<file path="config.mk">
export PLATFORM = sky130hd
export DESIGN_NAME = text_pixel_renderer
export DESIGN_NICKNAME = d
export VERILOG_FILES = /design/src/rtl/text_pixel_renderer.sv
export SDC_FILE = /design/constraint.sdc
export NUM_CORES = 1
export LEC_CHECK = 0
export ABC_CLOCK_PERIOD_IN_PS = 6000
export BUFFER_PORTS_ARGS = -buffer_cell sky130_fd_sc_hd__buf_2
export CAP_MARGIN = 20
export CORE_MARGIN = 2
export CORE_UTILIZATION = 54
export CTS_CLUSTER_SIZE = 25
export DETAILED_ROUTE_END_ITERATION = 8
export GPL_ROUTABILITY_DRIVEN = 0
export GPL_TIMING_DRIVEN = 1
export HOLD_SLACK_MARGIN = 0.06
export PLACE_DENSITY = 0.82
export SLEW_MARGIN = 15
export SYNTH_ARGS = -nofsm -noshare
export SYNTH_HDL_FRONTEND = slang
export SYNTH_SLANG_ARGS = --single-unit
</file>
<file path="constraint.sdc">
create_clock -name pixelClock -period 6 [get_ports pixelClock]
set_clock_uncertainty 0.1 [all_clocks]
set_input_delay 0.6 -clock pixelClock [delete_from_list [all_inputs] [get_ports pixelClock]]
set_output_delay 0.6 -clock pixelClock [all_outputs]
set_load 0.1 [all_outputs]
</file>
<file path="src/rtl/text_pixel_renderer.sv">
// text_pixel_renderer: 3-stage glyph-to-RGB565 pixel pipeline with cursor overlay.
// Cursor blink counter is built only when TEXT_CURSOR_BLINK_EN is defined.
module text_pixel_renderer #(
    parameter int cursorBlinkFrames = 30
) (
    input  logic        pixelClock,
    input  logic        reset,
    input  logic [7:0]  screenCharCode,
    input  logic [2:0]  asciiLineIndex,
    input  logic [2:0]  asciiBitSelector,
    input  logic [15:0] foreGroundColor,
    input  logic [15:0] backGroundColor,
    input  logic        cursorVisible,
    input  logic        activeIn,
    input  logic        hsyncIn,
    input  logic        vsyncIn,
    output logic [9:0]  fontAddress,
    input  logic [7:0]  fontData,
    output logic [15:0] pixelColor,
    output logic        activeOut,
    output logic        hsyncOut,
    output logic        vsyncOut
);
    typedef struct packed {
        logic [2:0]  sel;
        logic        inv;
        logic        cur;
        logic [15:0] fg;
        logic [15:0] bg;
        logic        act;
        logic        hs;
        logic        vs;
    } side_t;

    logic [9:0]  font_address_q, font_address_d;
    side_t       s1_q, s1_d, s2_q, s2_d;
    logic [15:0] pixel_color_q, pixel_color_d;
    logic [2:0]  sync_q, sync_d;
    logic        glyph_bit;
    logic        blink_phase;

    always_comb begin
        font_address_d = {screenCharCode[6:0], asciiLineIndex};
        s1_d.sel       = asciiBitSelector;
        s1_d.inv       = screenCharCode[7];
        s1_d.cur       = cursorVisible;
        s1_d.fg        = foreGroundColor;
        s1_d.bg        = backGroundColor;
        s1_d.act       = activeIn;
        s1_d.hs        = hsyncIn;
        s1_d.vs        = vsyncIn;
        s2_d           = s1_q;
        glyph_bit      = fontData[s2_q.sel] ^ s2_q.inv;
        pixel_color_d  = !s2_q.act ? 16'h0000 :
                         (s2_q.cur & blink_phase) ? s2_q.fg :
                         glyph_bit ? s2_q.fg : s2_q.bg;
        sync_d         = {s2_q.act, s2_q.hs, s2_q.vs};
    end

    always_ff @(posedge pixelClock or posedge reset) begin
        if (reset) begin
            font_address_q <= '0;
            s1_q           <= '0;
            s2_q           <= '0;
            pixel_color_q  <= '0;
            sync_q         <= '0;
        end else begin
            font_address_q <= font_address_d;
            s1_q           <= s1_d;
            s2_q           <= s2_d;
            pixel_color_q  <= pixel_color_d;
            sync_q         <= sync_d;
        end
    end

`ifdef TEXT_CURSOR_BLINK_EN
    localparam logic [7:0] BLINK_LAST = 8'(cursorBlinkFrames - 1);
    logic [7:0] frame_counter_q, frame_counter_d;
    logic       blink_phase_q, blink_phase_d;
    logic       rise;
    logic       wrap;

    // The pixel in stage 3 sees the phase before any toggle on this same edge.
    always_comb begin
        rise            = s1_q.vs & ~s2_q.vs;
        wrap            = rise && (frame_counter_q == BLINK_LAST);
        frame_counter_d = wrap ? 8'd0 : rise ? frame_counter_q + 8'd1 : frame_counter_q;
        blink_phase_d   = blink_phase_q ^ wrap;
    end

    always_ff @(posedge pixelClock or posedge reset) begin
        if (reset) begin
            frame_counter_q <= '0;
            blink_phase_q   <= 1'b1;
        end else begin
            frame_counter_q <= frame_counter_d;
            blink_phase_q   <= blink_phase_d;
        end
    end

    assign blink_phase = blink_phase_q;
`else
    logic [7:0] unused_blink_frames;
    assign unused_blink_frames = 8'(cursorBlinkFrames);
    assign blink_phase = 1'b1;
`endif

    assign fontAddress = font_address_q;
    assign pixelColor  = pixel_color_q;
    assign activeOut   = sync_q[2];
    assign hsyncOut    = sync_q[1];
    assign vsyncOut    = sync_q[0];
endmodule

</file>
==> results of run 1 <==
worst max-delay path, stage by stage (launching register included):
cell,delay (ns)
dfrtp_1,0.46
mux2i_1,0.14
mux4_2,0.49
mux2_4,0.40
mux2i_1,0.25
worst max path at each step:
stage / from / endpoint / slack [ns] / depth (start not counted)
after global routing: reset / s1_q[15] / 3.96 / 4
final: s2_q[37] / pixelColor[0] / 4.06 / 4
after floorplan: reset / fontAddress[0] / 2.43 / 1
after CTS: reset / s2_q[21] / 3.80 / 4
after global placement: fontData[7] / pixelColor[9] / 3.95 / 5
after detailed placement: fontData[7] / pixelColor[0] / 3.92 / 5
repair_timing:
action / in CTS / in global routing
buffers inserted: 0 / 0
hold buffers: 1 / 0
setup endpoints to repair: 0 / 0
endpoints found under the hold margin: 12 / 0
logic make-up after synthesis:
| family | count (synthesis) | synth area share |
|---|---|---|
| muxes | 22 | 0.0756 |
| and+or+nand+nor | 34 | 0.0414 |
| buffers and inverters | 7 | 0.0155 |
| DFF | 109 | 0.867 |
flip-flops by register name, summed over array words and instances, names as in the netlist:
name and cells:
s1_q 40, pixelColor 16, sync_q 3, fontAddress 10, s2_q 40
area by class of cell:
| type | count | area [um2] | share of cell area |
|---|---|---|---|
| tap | 72 | 90.1 | 0.0235 |
| clock buffer | 10 | 138 | 0.0359 |
| multi-input combinational | 56 | 368 | 0.0959 |
| sequential | 109 | 2730 | 0.711 |
| clock inverter | 6 | 46.3 | 0.0121 |
| timing repair buffer | 90 | 462 | 0.120 |
| inverter | 1 | 6.26 | 0.00163 |
power by group:
group / total, mW / internal, mW / leakage (nW) / switching (mW)
Clock: 0.391 / 0.165 / 0.0889 / 0.227
Sequential: 0.789 / 0.774 / 1.29 / 0.0140
Combinational: 0.179 / 0.0372 / 0.550 / 0.141
metal layers:
layer  vias to the layer above  track usage
li1                        729            -
met1                       738        0.182
met2                        36        0.258
met3                         6       0.0416
met4                         0       0.0797
met5                         -            0
stage by stage:
step	hold slack [ns]	utilization	worst slack, ns
3_3_place_gp	0.232	0.653	3.95
4_1_cts	0.240	0.688	3.80
3_5_place_dp	0.235	0.653	3.92
2_1_floorplan	0.231	-	2.43
5_1_grt	0.228	0.688	3.96
6_report	0.243	0.688	4.06
placed cells by master (no fill, tap or decap), types with 2 or more instances in the layout:
cell type / instances
buf_2: 88
clkbuf_8: 10
clkinv_4: 2
clkinvlp_4: 2
dfrtp_1: 109
mux2i_1: 20
nand2_1: 32
==> flow_metrics.py, run 1 <==
metrics = {
    "status": {
        "status": "completed",
    },
    "clocking": {
        "cts_resized": 0,
        "cts_buffers": 9,
        "ctsRootBufferMaster": "clkbuf_8",
        "insertion_delay_ns": 0.34,
        "clock_path_buffers": 2,
        "cts_sinks": 109,
        "cts_tree": "done",
        "clk_pin_slew_worst_paths_ns": 0.10,
        "htree_levels": 3,
    },
    "sta": {
        "layout_min_cycle_time_ns": 1.94,
        "period_share": 0.323,
        "setup_viol": 0,
        "max_freq_mhz": 516,
        "setup-tns-final_ns": 0,
        "rsz0062_at_grt": "false",
        "drv_slew": 0,
        "slew_headroom": 0.371,
        "tightest_slew_ns": 0.944,
        "report.final.hold_viol_count": 0,
    },
    "worst_setup_path": {
        "required_ns": 6.15,
        "rr_worst_depth": 4,
        "crit_path_end_kind": "flop",
        "cp_max_fo": 16,
        "reg2reg_to": "pixelColor[0]",
        "critPathLaunchType": "flop",
        "r2r_start": "s2_q[37]",
        "reg2reg_setup_slack_ns": 4.06,
        "arrival_ns": 2.09,
        "path_class": "flop to flop",
    },
    "logic_synthesis": {
        "netlist_area_um2": 3140,
        "synthTopCellsByArea": "dfrtp_1, mux2i_1, nand2_1",
        "synthDistinctLibCells": 12,
        "ys_seq_area_frac": 0.867,
        "syn_inst": 172,
        "synth-main-ff-cell": "dfrtp_1",
        "synth_top_area_cell": "dfrtp_1",
        "synth_most_common_cell": "dfrtp_1",
        "yosysTopAreaCellShare": 0.867,
        "synth.top_cells.by_count": "dfrtp_1, nand2_1, mux2i_1",
        "synth_nets": 232,
        "ys_ff_latch": 109,
        "syn_avg_cell_area_um2": 18.3,
        "synth_edf_count": 0,
        "ys_warn_count": 0,
        "async_flop_share": 1.00,
    },
    "routing": {
        "wl_met2_um": 2570,
        "wl_met1_um": 1660,
        "routed_wl_um": 4470,
        "firstDrtPassIters": 4,
        "via_count": 1509,
        "wl_per_cell_um": 13.0,
        "wl_met3_um": 162,
        "drcViolationCount": 0,
        "dr.max_layer_used": "met4",
        "ant_nets": 0,
        "viasPerCell": 4.39,
        "drt_first_iter_violations": 142,
    },
    "placed_design": {
        "post_dp_cell_area_um2": 3640,
        "port_buffers": 88,
        "place_inst": 327,
        "hpwlAfterDp_um": 3130,
    },
    "floorplanning": {
        "pin_count": 89,
        "die_y_um": 80.3,
        "initial_core_util": 0.564,
        "die_x_um": 80.3,
        "dieArea_um2": 6450,
        "core_area_um2": 5570,
        "rows": 27,
    },
    "global_routing": {
        "grt_pass1_vias": 1502,
        "grt_overflow": 0,
        "grt.total_usage": 0.154,
        "antenna_found_initial": 0,
        "grt_start_max_net_pins": 98,
        "grt_pass1_wl_um": 7010,
    },
    "job": {
        "drv_cap": 0,
    },
    "min_path": {
        "worstHoldStart": "s1_q[4]",
        "hold_depth": 0,
        "min_path_type": "flop to flop",
        "whs_endpoint": "s2_q[4]",
    },
    "power_and_ir_drop": {
        "fin_total_pwr_mw": 1.36,
        "power_per_cell_area_nw_per_um2": 354,
        "vdd_drop_max_mv": 0.262,
        "leakage_nw": 1.93,
    },
    "cells_and_area": {
        "fillCellCount": 399,
        "area_growth_syn_to_layout_pct": 22.0,
        "stdcell_area_um2": 3840,
        "diodes": 0,
        "layout-drive-gt1-share": 0.397,
        "finalNetCount": 327,
        "layout.cells.non_filler": 344,
    },
}
No activity file was read; power rests on OpenSTA's default activity.
==> run 2, diff against run 1 <==
--- a/config.mk
+++ b/config.mk
@@ -5,17 +5,18 @@
 export SDC_FILE = /design/constraint.sdc
 export NUM_CORES = 1
 export LEC_CHECK = 0
-export ABC_CLOCK_PERIOD_IN_PS = 6000
+export ABC_AREA = 1
+export ABC_CLOCK_PERIOD_IN_PS = 1610
 export BUFFER_PORTS_ARGS = -buffer_cell sky130_fd_sc_hd__buf_2
 export CAP_MARGIN = 20
 export CORE_MARGIN = 2
-export CORE_UTILIZATION = 54
+export CORE_UTILIZATION = 46
 export CTS_CLUSTER_SIZE = 25
 export DETAILED_ROUTE_END_ITERATION = 8
 export GPL_ROUTABILITY_DRIVEN = 0
 export GPL_TIMING_DRIVEN = 1
 export HOLD_SLACK_MARGIN = 0.06
-export PLACE_DENSITY = 0.82
+export PLACE_DENSITY = 0.74
 export SLEW_MARGIN = 15
 export SYNTH_ARGS = -nofsm -noshare
 export SYNTH_HDL_FRONTEND = slang
==> constraint.sdc (replaced) <==
create_clock -name pixelClock -period 1.61 [get_ports pixelClock]
set_clock_uncertainty 0.1 [all_clocks]
set_input_delay 0.161 -clock pixelClock [delete_from_list [all_inputs] [get_ports pixelClock]]
set_output_delay 0.161 -clock pixelClock [all_outputs]
set_load 0.1 [all_outputs]
==> run 2 against run 1 <==
- the run now ends with negative setup slack left
- count of clock-buffer cells in the layout rose by 1
- routed wire length is 52% higher
- utilization fell by 1.3 points
- maximum frequency grew 16%
- critical path type unchanged
- critical endpoint is now pixelColor[6]
- highest routed layer unchanged
==> flow_metrics.py, run 2 <==
metrics = {
    "status": {
        "status": "complete, but fails checks",
        "violations": "negative setup slack",
    },
    "clocking": {
        "ctsRootBufferMaster": "clkbuf_8",
        "clk_pin_slew_worst_paths_ns": 0.09,
        "clock_path_buffers": 2,
        "cts_tree": "done",
        "cts_sinks": 109,
        "insertion_delay_ns": 0.36,
        "htree_levels": 3,
        "cts_buffers": 9,
    },
    "sta": {
        "setup_viol": 16,
        "layout_min_cycle_time_ns": 1.68,
        "rsz0062_at_grt": "true",
        "period_share": 1.04,
        "tightest_slew_ns": 0.552,
        "report.final.hold_viol_count": 0,
        "slew_headroom": 0.632,
        "max_freq_mhz": 597,
        "setup_slack_ns": -0.0660,
        "drv_slew": 0,
    },
    "logic_synthesis": {
        "synthTopCellsByArea": "dfrtp_1, inv_1, nand2_1",
        "synth_edf_count": 0,
        "synth_top_area_cell": "dfrtp_1",
        "yosysTopAreaCellShare": 0.796,
        "synth-main-ff-cell": "dfrtp_1",
        "synth_nets": 317,
        "synthDistinctLibCells": 19,
        "synth_most_common_cell": "dfrtp_1",
        "async_flop_share": 1.00,
        "syn_inst": 257,
        "ys_ff_latch": 109,
        "syn_avg_cell_area_um2": 13.3,
        "netlist_area_um2": 3420,
        "synth.top_cells.by_count": "dfrtp_1, inv_1, nand2_1",
        "ys_warn_count": 0,
        "ys_seq_area_frac": 0.796,
    },
    "min_path": {
        "min_path_type": "flop to flop",
    },
    "floorplanning": {
        "pin_count": 89,
        "die_y_um": 90.3,
        "core_area_um2": 7210,
        "rows": 31,
        "die_x_um": 90.3,
        "dieArea_um2": 8150,
        "initial_core_util": 0.475,
    },
    "worst_setup_path": {
        "critPathMostFrequentCell": "nand2_1",
        "critPathMaxStageDelay_ns": 0.45,
        "worst_path_max_delay_cell": "dfrtp_1",
        "critPathLaunchType": "flop",
        "path_cells": "inv_2 -> or2_0 -> nand2_1 -> nand3_2 -> nand2_2 -> nand2_4 -> buf_12 -> nand4_1 -> nand2_1 -> nor2_1",
        "required_ns": 1.80,
        "arrival_ns": 1.87,
        "crit_path_end_kind": "flop",
        "path_class": "flop to flop",
        "crit_family": "simple AND/OR/NAND/NOR gates",
        "worstPathBufferInverterCount": 2,
        "cp_max_fo": 12,
    },
    "cells_and_area": {
        "layout-drive-gt1-share": 0.325,
        "diodes": 0,
        "final_cell_mix": "dfrtp_1, buf_2, inv_1",
        "finalNetCount": 471,
        "stdcell_area_um2": 4870,
        "layout.cells.non_filler": 514,
        "area_growth_syn_to_layout_pct": 42.3,
        "layout_commonest_cell": "dfrtp_1",
    },
    "placed_design": {
        "dpl_worst_slack_ns": -0.0899,
        "hpwlAfterDp_um": 4090,
        "place_inst": 444,
        "port_buffers": 88,
        "post_dp_cell_area_um2": 4050,
    },
    "power_and_ir_drop": {
        "leakage_nw": 2.60,
        "power_per_cell_area_nw_per_um2": 1180,
        "vdd_drop_max_mv": 1.02,
    },
    "global_routing": {
        "grt.total_usage": 0.181,
        "antenna_found_initial": 0,
        "grt_overflow": 0,
        "grt_pass1_wl_um": 11000,
        "grt_start_max_net_pins": 42,
        "grt_pass1_vias": 2365,
    },
    "job": {
        "drv_cap": 0,
    },
    "routing": {
        "ant_nets": 0,
        "drt_first_iter_violations": 89,
        "viasPerCell": 4.25,
        "via_count": 2184,
        "routed_wl_um": 6820,
        "firstDrtPassIters": 4,
        "drcViolationCount": 0,
        "wl_per_cell_um": 13.3,
    },
}
## run 2: stage by stage
step                      hold slack, ns  utilization  TNS, ns  total power, mW
after floorplan                   0.0924            -        0             3.54
after global placement             0.127        0.561        0             3.73
after detailed placement           0.129        0.561    -1.08             3.75
after CTS                          0.255        0.671   -0.510             5.78
after global routing               0.262        0.675    -2.32             6.01
final                              0.253        0.675   -0.606             5.75
## run 2: path summary, 6_finish.rpt
path / depth (start not counted) / endpoint / slack [ns] / startpoint
worst max-delay path: 10 / pixelColor[6] / -0.07 / s2_q[37]
worst min-delay path: 0 / s2_q[37] / 0.25 / s1_q[37]
worst max register to register: 10 / pixelColor[6] / -0.07 / s2_q[37]
worst min register to register: 0 / s2_q[37] / 0.25 / s1_q[37]
max in group asynchronous: 4 / s2_q[10] / 0.49 / reset
min in group asynchronous: 3 / s2_q[30] / 0.29 / reset
## run 2: cell families after synthesis
kind of cell / after synthesis / synth area share
flip-flops: 109 / 0.796
AND/OR/NAND/NOR: 83 / 0.126
buffers and inverters: 65 / 0.0771
## run 2: routing by layer
metal,part of all wire,vias to the layer above,track usage
li1,-,1060,-
met1,0.38,1054,0.196
met2,0.56,57,0.337
met3,0.033,13,0.0417
met4,0.025,0,0.0821
met5,0,-,0
## run 2: layout make-up
class                      count  area [um2]
clock inverter                 4        95.1
inverter                      59         225
clock buffer                  11         151
timing repair buffer         148        1090
tap                           99         124
sequential                   109        2730
fill                         540        2340
multi-input combinational     84         463
## run 2: what timing repair did
item                                   4_1_cts  5_1_grt
buffers inserted                             2        0
gates resized for setup                      3        3
setup endpoints to repair                   16       16
pin swaps                                    2        2
endpoints found under the hold margin       67        0
hold buffers                                51        0
gates cloned                                 1        1
## run 2: where the power goes
group	internal, mW	switching [mW]	total [mW]	leakage [nW]
logic	0.266	0.622	0.888	1.19
registers	2.88	0.0498	2.93	1.29
clock network	1.11	0.822	1.93	0.125
total	4.26	1.49	5.75	2.60
==> run 3, diff against run 2 <==
--- a/config.mk
+++ b/config.mk
@@ -17,6 +17,7 @@
 export GPL_TIMING_DRIVEN = 1
 export HOLD_SLACK_MARGIN = 0.06
 export PLACE_DENSITY = 0.74
+export SETUP_SLACK_MARGIN = 0.2
 export SLEW_MARGIN = 15
 export SYNTH_ARGS = -nofsm -noshare
 export SYNTH_HDL_FRONTEND = slang
==> run 3 against run 2 <==
- the flow still finishes with violations (negative setup slack)
- combinational power is 5.4% higher
- worst setup slack worse by 0.013 ns
- critical path type unchanged
- count of clock-buffer cells in the layout is 2 lower
==> flow_metrics.py, run 3 (same netlist as run 2, synthesis figures left out) <==
metrics = {
    "sta": {
        "report.final.hold_viol_count": 0,
        "drv_slew": 0,
        "max_freq_mhz": 592,
        "setup-tns-final_ns": -0.666,
        "layout_min_cycle_time_ns": 1.69,
        "period_share": 1.05,
        "setup_slack_ns": -0.0788,
        "tightest_slew_ns": 0.556,
        "slew_headroom": 0.630,
        "rsz0062_at_grt": "true",
        "setup_viol": 16,
        "hold_ws_ns": 0.248,
    },
    "cells_and_area": {
        "diodes": 0,
        "final_util": 0.687,
        "area_growth_syn_to_layout_pct": 44.7,
        "final_cell_mix": "dfrtp_1, buf_2, dlygate4sd3_1",
        "layout-drive-gt1-share": 0.371,
        "layout_commonest_cell": "dfrtp_1",
        "finalNetCount": 471,
        "layout.cells.non_filler": 514,
    },
    "clocking": {
        "cts_sinks": 109,
        "insertion_delay_ns": 0.36,
        "clock_path_buffers": 2,
        "ctsRootBufferMaster": "clkbuf_8",
        "htree_levels": 3,
        "cts_buffers": 9,
        "clk_pin_slew_worst_paths_ns": 0.10,
        "cts_tree": "done",
    },
    "status": {
        "status": "complete, but fails checks",
        "violations": "negative setup slack",
    },
    "power_and_ir_drop": {
        "fin_total_pwr_mw": 5.60,
        "p_seq_frac": 0.525,
        "p_clk_frac": 0.308,
        "switchingPower_mw": 1.55,
        "vdd_drop_max_mv": 0.677,
        "internal_power_mw": 4.05,
        "combPwrFrac": 0.167,
        "switching_share": 0.276,
        "power_per_cell_area_nw_per_um2": 1130,
        "leakage_nw": 2.59,
    },
    "placed_design": {
        "port_buffers": 88,
        "place_inst": 443,
        "hpwlAfterDp_um": 3890,
    },
    "global_routing": {
        "grt_overflow": 0,
        "grtUsageMet1": 0.195,
        "antenna_found_initial": 0,
        "grt-busiest-layer": "met2",
        "grt.total_usage": 0.169,
        "grt_pass1_vias": 2254,
        "grt_use_met2": 0.296,
        "grt_use_met3": 0.0309,
        "grt_start_max_net_pins": 73,
        "grt_pass1_wl_um": 10500,
    },
    "routing": {
        "firstDrtPassIters": 4,
        "viasPerCell": 4.29,
        "wl_per_cell_um": 12.9,
        "drcViolationCount": 0,
        "via_count": 2206,
        "ant_nets": 0,
        "drt_first_iter_violations": 112,
        "routed_wl_um": 6650,
    },
    "floorplanning": {
        "pin_count": 89,
        "dieArea_um2": 8150,
        "die_x_um": 90.3,
        "core_area_um2": 7210,
        "rows": 31,
        "initial_core_util": 0.475,
        "die_y_um": 90.3,
    },
    "worst_setup_path": {
        "critPathLaunchType": "flop",
        "cp_max_fo": 8,
        "arrival_ns": 1.88,
        "required_ns": 1.80,
        "path_class": "flop to flop",
        "crit_path_end_kind": "flop",
    },
    "job": {
        "drv_cap": 0,
    },
    "min_path": {
        "min_path_type": "flop to flop",
    },
}
-- run 3: cell types whose count changed in the layout (fill, tap and decap cells not counted), sizes merged --
cell      delta
clkbuf      +15
inv          +1
bufinv       -1
clkinvlp     +1
buf         -17
clkinv       +1
-- run 3: per-stage QoR --
| stage | worst slack, ns | cell area, um2 |
|---|---|---|
| after global routing | -0.194 | 4950 |
| after floorplan | 0.0335 | 3430 |
| final | -0.0788 | 4950 |
| after global placement | 0.0366 | 4030 |
| after CTS | -0.0393 | 4800 |
| after detailed placement | -0.0542 | 4030 |
-- run 3: critical path, cell delays in order, from the launching register on --
cell	delay [ns]
dfrtp_2	0.42
inv_2	0.07
or2_0	0.21
nand2_1	0.11
nand3_4	0.10
nand3_4	0.17
nand3_4	0.19
nand2_2	0.09
inv_1	0.04
nor2_2	0.12
-- run 3: power groups by stage --
stage / combinational, mW / sequential [mW] / clock, mW
finish: 0.936 / 2.94 / 1.72
CTS: 0.870 / 2.94 / 1.74
global placement: 0.740 / 2.99 / 0
floorplan: 0.200 / 3.34 / 0
detailed placement: 0.754 / 2.99 / 0
global route: 0.995 / 2.96 / 1.88
-- run 3: timing repair --
action | CTS | global route
buffers inserted | 1 | 1
gates cloned | 1 | 2
pin swaps | 4 | 17
endpoints found under the hold margin | 159 | 0
resized for setup | 7 | 41
setup endpoints to repair | 19 | 32
hold buffers | 51 | 0
-- run 3: cell type report --
| type | count | area, um2 |
|---|---|---|
| fillers | 531 | 2260 |
| clock inverters | 6 | 86.3 |
| flip-flops and latches | 109 | 2730 |
| clock buffers | 9 | 124 |
| multi-input cells | 84 | 524 |
| repair buffers | 148 | 1140 |
| well taps | 99 | 124 |
| inverters | 59 | 225 |
-- run 3: worst paths after layout --
path	startpoint	end	slack (ns)	depth (start not counted)
worst max-delay path	s2_q[37]	pixelColor[10]	-0.08	9
worst min-delay path	s1_q[21]	s2_q[21]	0.25	0
worst max register to register	s2_q[37]	pixelColor[10]	-0.08	9
worst min register to register	s1_q[21]	s2_q[21]	0.25	0
max in group asynchronous	reset	s2_q[10]	0.68	4
min in group asynchronous	reset	pixelColor[10]	0.37	4
-- run 3: metal layers --
layer | vias to the layer above | routed length (um)
met5 | - | 0
li1 | 1062 | -
met2 | 57 | 3670
met4 | 0 | 180
met3 | 13 | 192
met1 | 1074 | 2610
